===== config.mk =====
export PLATFORM = sky130hd
export DESIGN_NAME = vga_fb_arbiter
export DESIGN_NICKNAME = d
export VERILOG_FILES = /design/src/rtl/vga_fb_arbiter.sv
export SDC_FILE = /design/constraint.sdc
export NUM_CORES = 1
export LEC_CHECK = 0
export CORE_MARGIN = 8
export CORE_UTILIZATION = 54
export CTS_CLUSTER_SIZE = 12
export DETAILED_ROUTE_END_ITERATION = 7
export PLACE_DENSITY = 0.82
export REMOVE_ABC_BUFFERS = 1
export SYNTH_ARGS = -nofsm -noshare
export SYNTH_HDL_FRONTEND = slang
export SYNTH_SLANG_ARGS = --single-unit
export TNS_END_PERCENT = 50

===== constraint.sdc =====
create_clock -name i_clk -period 2.9 [get_ports i_clk]
set_input_delay 0.435 -clock i_clk [delete_from_list [all_inputs] [get_ports i_clk]]
set_output_delay 0.435 -clock i_clk [all_outputs]
set_load 0.02 [all_outputs]

===== src/rtl/vga_fb_arbiter.sv =====
// Shares one single-port framebuffer RAM between VGA scanout reads (absolute priority),
// a FIFO-buffered host writer and a whole-framebuffer clear engine.
module vga_fb_arbiter #(
  parameter int ADDR_W     = 13,
  parameter int DATA_W     = 16,
  parameter int FB_WORDS   = 7500,
  parameter int FIFO_DEPTH = 4
) (
  input  logic              i_clk,
  input  logic              i_rst,
  input  logic              i_disp_req,
  input  logic [ADDR_W-1:0] i_disp_addr,
  output logic [DATA_W-1:0] o_disp_data,
  output logic              o_disp_valid,
  input  logic              i_host_valid,
  input  logic [ADDR_W-1:0] i_host_addr,
  input  logic [DATA_W-1:0] i_host_data,
  output logic              o_host_ready,
  input  logic              i_clear,
  input  logic [DATA_W-1:0] i_clear_data,
  output logic              o_busy,
  output logic              o_addr_err,
  output logic              o_ram_en,
  output logic              o_ram_we,
  output logic [ADDR_W-1:0] o_ram_addr,
  output logic [DATA_W-1:0] o_ram_wdata,
  input  logic [DATA_W-1:0] i_ram_rdata
);

  localparam int PTR_W = $clog2(FIFO_DEPTH);
  localparam int CNT_W = PTR_W + 1;
  localparam logic [ADDR_W-1:0] LIMIT     = ADDR_W'(FB_WORDS);
  localparam logic [ADDR_W-1:0] LAST_ADDR = ADDR_W'(FB_WORDS - 1);
  localparam logic [CNT_W-1:0]  FULL_CNT  = CNT_W'(FIFO_DEPTH);

  typedef enum logic [1:0] {ST_IDLE, ST_DRAIN, ST_CLEAR} state_t;

  state_t            state_q, state_d;
  logic [ADDR_W-1:0] clr_ptr_q, clr_ptr_d;
  logic [DATA_W-1:0] clr_data_q, clr_data_d;
  logic [PTR_W-1:0]  wr_ptr_q, wr_ptr_d, rd_ptr_q, rd_ptr_d;
  logic [CNT_W-1:0]  count_q, count_d;
  logic              rd_v1_q, rd_v1_d, rd_oob1_q, rd_oob1_d;
  logic              rd_v2_q, rd_v2_d, rd_oob2_q, rd_oob2_d;
  logic              disp_valid_q, disp_valid_d;
  logic [DATA_W-1:0] disp_data_q, disp_data_d;
  logic              addr_err_q, addr_err_d;
  logic              busy_q, busy_d;
  logic              ram_en_q, ram_en_d, ram_we_q, ram_we_d;
  logic [ADDR_W-1:0] ram_addr_q, ram_addr_d;
  logic [DATA_W-1:0] ram_wdata_q, ram_wdata_d;
  logic              host_ready, push, pop;

  logic [ADDR_W-1:0] fifo_addr_mem [FIFO_DEPTH];
  logic [DATA_W-1:0] fifo_data_mem [FIFO_DEPTH];

  always_ff @(posedge i_clk) begin
    if (push) begin
      fifo_addr_mem[wr_ptr_q] <= i_host_addr;
      fifo_data_mem[wr_ptr_q] <= i_host_data;
    end
  end

  always_comb begin
    state_d      = state_q;
    clr_ptr_d    = clr_ptr_q;
    clr_data_d   = clr_data_q;
    wr_ptr_d     = wr_ptr_q;
    rd_ptr_d     = rd_ptr_q;
    count_d      = count_q;
    ram_en_d     = 1'b0;
    ram_we_d     = 1'b0;
    ram_addr_d   = ram_addr_q;
    ram_wdata_d  = ram_wdata_q;
    addr_err_d   = 1'b0;
    rd_v1_d      = 1'b0;
    rd_oob1_d    = 1'b0;
    rd_v2_d      = rd_v1_q;
    rd_oob2_d    = rd_oob1_q;
    disp_valid_d = rd_v2_q;
    disp_data_d  = disp_data_q;
    if (rd_v2_q) disp_data_d = rd_oob2_q ? '0 : i_ram_rdata;

    // Hosts may not enqueue once a clear is requested, so DRAIN always terminates.
    host_ready = (state_q == ST_IDLE) && (count_q != FULL_CNT) && !i_clear;
    push       = i_host_valid && host_ready;
    pop        = 1'b0;

    if (i_disp_req) begin
      rd_v1_d = 1'b1;
      if (i_disp_addr >= LIMIT) begin
        rd_oob1_d  = 1'b1;
        addr_err_d = 1'b1;
      end else begin
        ram_en_d   = 1'b1;
        ram_addr_d = i_disp_addr;
      end
    end else if (state_q == ST_CLEAR) begin
      ram_en_d    = 1'b1;
      ram_we_d    = 1'b1;
      ram_addr_d  = clr_ptr_q;
      ram_wdata_d = clr_data_q;
      clr_ptr_d   = clr_ptr_q + ADDR_W'(1);
      if (clr_ptr_q == LAST_ADDR) state_d = ST_IDLE;
    end else if (count_q != '0) begin
      pop = 1'b1;
      if (fifo_addr_mem[rd_ptr_q] >= LIMIT) begin
        addr_err_d = 1'b1;
      end else begin
        ram_en_d    = 1'b1;
        ram_we_d    = 1'b1;
        ram_addr_d  = fifo_addr_mem[rd_ptr_q];
        ram_wdata_d = fifo_data_mem[rd_ptr_q];
      end
    end

    case (state_q)
      ST_IDLE: begin
        if (i_clear) begin
          clr_data_d = i_clear_data;
          state_d    = ST_DRAIN;
        end
      end
      ST_DRAIN: begin
        if (count_q == '0) begin
          clr_ptr_d = '0;
          state_d   = ST_CLEAR;
        end
      end
      default: ;
    endcase

    if (push) wr_ptr_d = wr_ptr_q + PTR_W'(1);
    if (pop)  rd_ptr_d = rd_ptr_q + PTR_W'(1);
    if (push && !pop)      count_d = count_q + CNT_W'(1);
    else if (pop && !push) count_d = count_q - CNT_W'(1);

    busy_d = (state_d != ST_IDLE);
  end

  always_ff @(posedge i_clk) begin
    if (i_rst) begin
      state_q      <= ST_IDLE;
      clr_ptr_q    <= '0;
      clr_data_q   <= '0;
      wr_ptr_q     <= '0;
      rd_ptr_q     <= '0;
      count_q      <= '0;
      rd_v1_q      <= 1'b0;
      rd_oob1_q    <= 1'b0;
      rd_v2_q      <= 1'b0;
      rd_oob2_q    <= 1'b0;
      disp_valid_q <= 1'b0;
      disp_data_q  <= '0;
      addr_err_q   <= 1'b0;
      busy_q       <= 1'b0;
      ram_en_q     <= 1'b0;
      ram_we_q     <= 1'b0;
      ram_addr_q   <= '0;
      ram_wdata_q  <= '0;
    end else begin
      state_q      <= state_d;
      clr_ptr_q    <= clr_ptr_d;
      clr_data_q   <= clr_data_d;
      wr_ptr_q     <= wr_ptr_d;
      rd_ptr_q     <= rd_ptr_d;
      count_q      <= count_d;
      rd_v1_q      <= rd_v1_d;
      rd_oob1_q    <= rd_oob1_d;
      rd_v2_q      <= rd_v2_d;
      rd_oob2_q    <= rd_oob2_d;
      disp_valid_q <= disp_valid_d;
      disp_data_q  <= disp_data_d;
      addr_err_q   <= addr_err_d;
      busy_q       <= busy_d;
      ram_en_q     <= ram_en_d;
      ram_we_q     <= ram_we_d;
      ram_addr_q   <= ram_addr_d;
      ram_wdata_q  <= ram_wdata_d;
    end
  end

  assign o_host_ready = host_ready;
  assign o_disp_valid = disp_valid_q;
  assign o_disp_data  = disp_data_q;
  assign o_addr_err   = addr_err_q;
  assign o_busy       = busy_q;
  assign o_ram_en     = ram_en_q;
  assign o_ram_we     = ram_we_q;
  assign o_ram_addr   = ram_addr_q;
  assign o_ram_wdata  = ram_wdata_q;

endmodule

* Word level (Yosys, flattened, before mapping)
Memories as Yosys holds them, arrays and structs flattened. A register that Yosys moved wholly into a read port is not among the register bits.
Index checks and enable logic that the tools add are counted.
** Word-level totals
- Register bits :: 92
- Memory bits (writable) :: 116
- Input port bits :: 79
- Output and inout port bits :: 51
- Logic and storage cells :: 96
- Memories kept :: 2
** Operators by class
- Add/subtract/negate cells :: 5
- $lt $le $gt $ge :: 2
- Equality and inequality tests :: 7
- Mux-type cells :: 41
- Bitwise operators :: 1
- Reduce and logical (&&, ||, !) cells :: 20
** Memories
- fifo_data_mem :: words 4, bits a word 16, rd ports 1, clocked after Yosys merged registers in 1, write ports 1, line 55 : logic [DATA_W-1:0] fifo_data_mem [FIFO_DEPTH];
- fifo_addr_mem :: words 4, bits a word 13, rd ports 1, clocked after Yosys merged registers in 1, write ports 1, line 54 : logic [ADDR_W-1:0] fifo_addr_mem [FIFO_DEPTH];
** Operators by type and width (number)
- 13-bit two-way mux :: 9
- 16-bit two-way mux :: 4
- 13-bit >= comparator (second input constant) :: 2
- 2-bit two-way mux :: 9
- 1-bit two-way mux :: 16
- 13-bit by 1-bit adder with 13-bit output (second input constant) :: 1
- 13-bit == test (second input constant) :: 1
- 3-bit two-way mux :: 2
- 3-bit inequality test (second input constant) :: 2
- 3-bit AND reduction :: 2
- 2-bit nonzero test :: 3
- 3-bit nonzero test :: 2
- 1-bit logical AND :: 5
- 2-bit by 1-bit adder with 2-bit output (second input constant) :: 2
- 2-bit inequality test (second input constant) :: 2
- 2-bit one-hot mux with 2 select lines :: 1
- 2-bit OR reduction :: 2
- 3-bit by 1-bit adder with 3-bit output (second input constant) :: 1
- 1-bit zero test :: 3
- 3-bit zero test :: 1
- 3-bit by 1-bit subtractor with 3-bit output (second input constant) :: 1
- 2-bit by 1-bit == test with 1-bit output (second input constant) :: 1
- 2-bit == test (second input constant) :: 1
- 2-bit zero test :: 1
- other kinds (2) :: 2

* Longest topological paths before layout
- Depth in word-level cells :: 8
- Gate-level depth with buffers :: 11
- Depth with buffers taken out :: 9

* Worst setup path after synthesis
Ideal clock, no wire load.
- Path kind :: register to register
- Start :: reg count_q[0]
- End :: reg count_q[2]
- Setup time :: 0.070 ns
- Arrival time :: 3.167 ns
- Required time :: 2.830 ns
- Path slack :: -0.338 ns
- Stages on the path, launching flop included :: 11
- Clock period less this slack :: 3.238 ns
- Path through :: dfxtp_1 -> nor2_1 -> a2111oi_1 -> and2_0 -> clkbuf_1 -> ha_1 -> inv_1 -> fa_1 -> xor2_1 -> or3_1 -> a21oi_1
** Between the ends
- Word-level cells in the longest chain between the ends :: 7
- Elaborated cells on any way between the ends :: 17
- Classes of those cells :: add/sub: 2; eq/ne: 1; mux: 5; reduce/logical: 9
** Ends and longest elaborated chain
- start, declared :: line 42 : logic [CNT_W-1:0] count_q, count_d;
- start signal, assigned :: line 167 : count_q <= count_d;
- 3-bit inequality test (*) :: line 85 : host_ready = (state_q == ST_IDLE) && (count_q != FULL_CNT) && !i_clear;
- 1-bit logical AND (*) (2 in a row) :: line 85
- named net o_host_ready :: line 18 : output logic o_host_ready,
- 1-bit logical AND (*) :: line 86 : push = i_host_valid && host_ready;
- named net push :: line 52 : logic host_ready, push, pop;
- 1-bit zero test :: line 136 : else if (pop && !push) count_d = count_q - CNT_W'(1);
- 1-bit logical AND :: line 136
- 2-bit nonzero test (no line)
Mark *: on every way through the listed nets, which the timed path passes. The rest lies on a longest branch. The select of a mux whose other input is x is not followed.
A chain may end at the register's enable or synchronous reset.

* Worst setup path after layout
- Start :: reg count_q[0]
- End :: out o_host_ready
** Between the ends
- Word-level cells in the longest chain between the ends :: 3
** Ends and longest elaborated chain (line)
- 3-bit inequality test :: 85
- 1-bit logical AND (2 in a row) :: 85
- end, declared :: 18
Every way passes these cells.

==> implementation parameters <==
Parameter                              Value

Timing
  Setup Viol. Count Final ... 0
  Final setup TNS ... 0 ns
  Post-route clock period utilization ... between 90 and 100%
  Worst slew pin tran ... between 0.8 and 0.9 ns
  Worst clock skew ... between 0.009 and 0.01 ns
  RSZ-0062 raised after global routing ... no
  Max-slew violation count ... 0
  Achievable Freq ... approximately 370 MHz
  Worst slew margin ... 43.4%
  Final worst path period need ... 2.73 ns
  Hold Vio Cnt, Final ... 0

Synthesis
  Post-synth ARST share ... 0%
  Number of flops mapped to enable cells by yosys ... roughly 120
  Yosys warnings ... 0
  Netlist area before placement ... 8560 um^2
  Number of library cell types mapped by synthesis ... 51
  Mean instance size in the synthesized netlist ... 13.5 um^2
  Proportion of synthesized chip area in sequential cells ... a little over three fifths
  Cells after Synth ... about 640
  Flip-flop and latch count after synthesis ... 210
  Most common flop cell mapped by yosys ... edfxtp_1

Setup path
  Critical Path Source Type ... flop
  Crit Path Category ... flop to primary output
  Worst endpoint required time ... between 2 and 2.5 ns
  Type of destination of the critical path ... primary output
  Maximum fanout along the worst path ... 5
  CP Data Arrival Time ... around 2.3 ns
  R2R cell count ... 7
  Start point of the critical path ... count_q[0]

Clock tree
  TritonCTS buffer count ... 22
  Hold-fix buffer count after cts ... 0
  Number of H-tree levels ... 1
  Maximum count of clock buffers along a single path ... 3
  Setup Fix Bufs, Post-CTS ... 0
  Clock-pin slew on the worst setup and hold paths ... approximately 0.060 ns
  Sink count of the clock tree ... between 200 and 250
  Master cell of the clock root buffer ... clkbuf_16
  Clock insertion delay at the later pin of the skew report ... approximately 0.5 ns
  CTS tree ... done

Placed design
  Total instance count after detailed placement ... between 900 and 1,000
  Post-detailed-placement half-perimeter wirelength ... approximately 13 mm
  GPL Wtd Cong ... between 0.8 and 0.9
  Port Buf Inserts ... 129

Layout
  Number of inserted diodes ... 0
  Layout overhead on the synthesized area ... 26.3%
  Core Util, Final ... between 60% and 70%
  Net total in the final layout ... around 850
  Non-filler cells in the finished layout ... between 900 and 1,000
  Ratio of cells with drive above 1 in the final layout ... about 15%

Flow run
  Max-Cap Viols ... 0

Die
  Core area ... 15,700 um^2
  Die width ... between 100 and 150 um
  Number of primary I/O pins ... 130
  Floorplan row count ... 46
  Overall die area ... 20,100 um^2
  Y dimension of the die ... 142 um
  Initial standard-cell utilization of the core ... 54.5%

Routing
  Vias per cell ... between 5 and 6
  Aggregate routed wire length ... roughly 20 mm
  Number of detailed-route iterations in the first pass ... 5
  Wirelength per Cell ... approximately 20 um
  Total number of vias ... approximately 5,800
  DRC viols ... 0
  Antenna Violating Nets Remaining ... 0
  First DRT Iteration DRCs ... roughly 410

Hold path
  Hold path startpoint ... i_rst
  Number of instances on the worst hold path ... 2
  Worst min-delay path class ... primary input to flop

Power
  Reported leakage power ... about 0.0037 uW
  Combinational group share of total power ... 30.5%
  Power density normalized to cell area ... 849 nW/um^2
  Cell internal pwr ... between 6000 and 7000 uW
  Switching power total ... approximately 2800 uW
  Sequential group share of total power ... approximately 41%
  Clock network fraction of design power ... about 29%
  IR drop worst, VDD ... between 0.0005 and 0.0006 V
  Switching part of the total ... 30.4%

GRT
  Initial antenna violation count ... 0
  Final global-route overflow total ... 0
  Wire length of the first global-routing pass ... between 30 and 40 mm
  Via count of the first global-routing pass ... ~6,000
  Largest net degree at the start of global routing ... 67
  Overall fraction of global-route tracks in use ... approximately a fifth

Status
  Result of the run ... complete, no violations
## synth_stat cells (2+ instances only)
library cell / instances / area share (%)
a211oi_1: 2 / 0.18
a21oi_1: 54 / 3.2
a221oi_1: 3 / 0.31
a221oi_2: 13 / 2.3
a311oi_1: 16 / 1.6
a31o_1: 12 / 1.2
a31o_2: 2 / 0.20
and2_1: 16 / 1.2
and3_1: 7 / 0.51
buf_1: 7 / 0.31
buf_2: 8 / 0.47
buf_6: 6 / 0.79
clkbuf_1: 22 / 0.96
dfxtp_1: 94 / 22
edfxtp_1: 116 / 41
ha_1: 6 / 0.88
inv_1: 24 / 1.1
mux2_2: 13 / 1.7
mux2i_1: 15 / 1.8
mux4_2: 29 / 7.6
nand2_1: 39 / 1.7
nand2b_1: 2 / 0.15
nand3_1: 6 / 0.35
nand4_1: 18 / 1.3
nor2_1: 37 / 1.6
nor2b_1: 21 / 1.5
nor3_1: 3 / 0.18
o21ai_0: 6 / 0.35
or3_1: 4 / 0.29
xnor2_1: 6 / 0.61
xor2_1: 8 / 0.82
## metal layers
layer / wire (um) / global-route usage, %
met1: 8420 / 24.3
met2: 10100 / 34.1
met3: 1360 / 4.30
met4: 406 / 6.39
met5: 0 / 0
## worst paths after layout
| kind | end | slack [ns] |
|---|---|---|
| worst max register to register | o_ram_wdata[10] | 0.33 |
| worst min-delay path | state_q[1] | 0.32 |
| worst max-delay path | o_host_ready | 0.17 |
| worst min register to register | disp_valid_d | 0.44 |
## critical path: stages (launching register included)
cell and delay (ns):
dfxtp_1 0.42, nor2_1 0.11, a2111oi_4 0.42, buf_4 0.20, clkdlybuf4s50_1 0.65
## layout make-up
type | count | area, um^2
clock buffer | 37 | 661
clock inverter | 3 | 15.0
fill | 1072 | 4900
inverter | 25 | 93.8
multi-input combinational | 356 | 2900
sequential | 210 | 5370
tap | 216 | 270
timing repair buffer | 151 | 1500
## cell families (layout without fill, tap and decap cells)
kind of cell               Yosys count  after routing  share of synthesized area (%)
buffers and inverters               69            216                           3.71
AOI/OAI and AO/OA                  117            117                           10.2
and+or+nand+nor                    161            161                           9.75
muxes                               57             57                           11.1
DFF                                210            210                           62.7
xor gates and xnor gates            14             14                           1.43
adders and majority gates            7              7                           1.11
## per-stage QoR
| stage | power, uW | area (um^2) | worst slack (ns) | hold slack [ns] |
|---|---|---|---|---|
| global route | 9570 | 10800 | 0.0475 | 0.319 |
| finish | 9180 | 10800 | 0.168 | 0.320 |
| detailed placement | 6560 | 10100 | -0.128 | 0.432 |
| CTS | 9230 | 10800 | 0.0986 | 0.303 |
| global placement | 6450 | 10100 | 0.0678 | 0.421 |
| floorplan | 5430 | 8340 | -2.14 | 0.414 |
## cells in the final DEF (no fill, tap or decap), types with 2 or more instances in the layout
cell and n:
a211oi_1 2, a21oi_1 54, a221oi_1 3, a221oi_2 13, a311oi_1 16, a31o_1 12, a31o_2 2, and2_1 16
and3_1 7, buf_12 4, buf_4 18, clkbuf_1 9, clkbuf_16 23, clkbuf_2 2, clkbuf_8 3, clkdlybuf4s50_1 128
clkinv_2 3, dfxtp_1 93, edfxtp_1 116, ha_1 6, inv_1 24, mux2_2 13, mux2i_1 15, mux4_2 29
nand2_1 39, nand2b_1 2, nand3_1 6, nand4_1 18, nor2_1 37, nor2b_1 21, nor3_1 3, o21ai_0 6
or3_1 4, xnor2_1 6, xor2_1 8
## flip-flops by register name, summed over array words and instances, names as in the netlist, 2 cells and up, named ones only
signal,count
fifo_addr_mem,52
wr_ptr_q,2
o_disp_data,16
fifo_data_mem,64
o_ram_addr,13
state_q,2
o_ram_wdata,16
count_q,3
rd_ptr_q,2
clr_ptr_q,13
clr_data_q,16
## power by group through the flow
stage	Clock [uW]	Sequential, uW	Combinational [uW]
floorplan	0	4050	1380
global placement	0	3780	2680
detailed placement	0	3800	2760
CTS	2680	3750	2800
global route	2780	3790	3000
finish	2620	3750	2800
## timing repair
item | in CTS | in global routing
hold endpoints to repair | 0 | 0
pin swaps | 0 | 0
setup endpoints to repair | 1 | 1
resized for setup | 1 | 1
(Power assumes the default switching activity.)
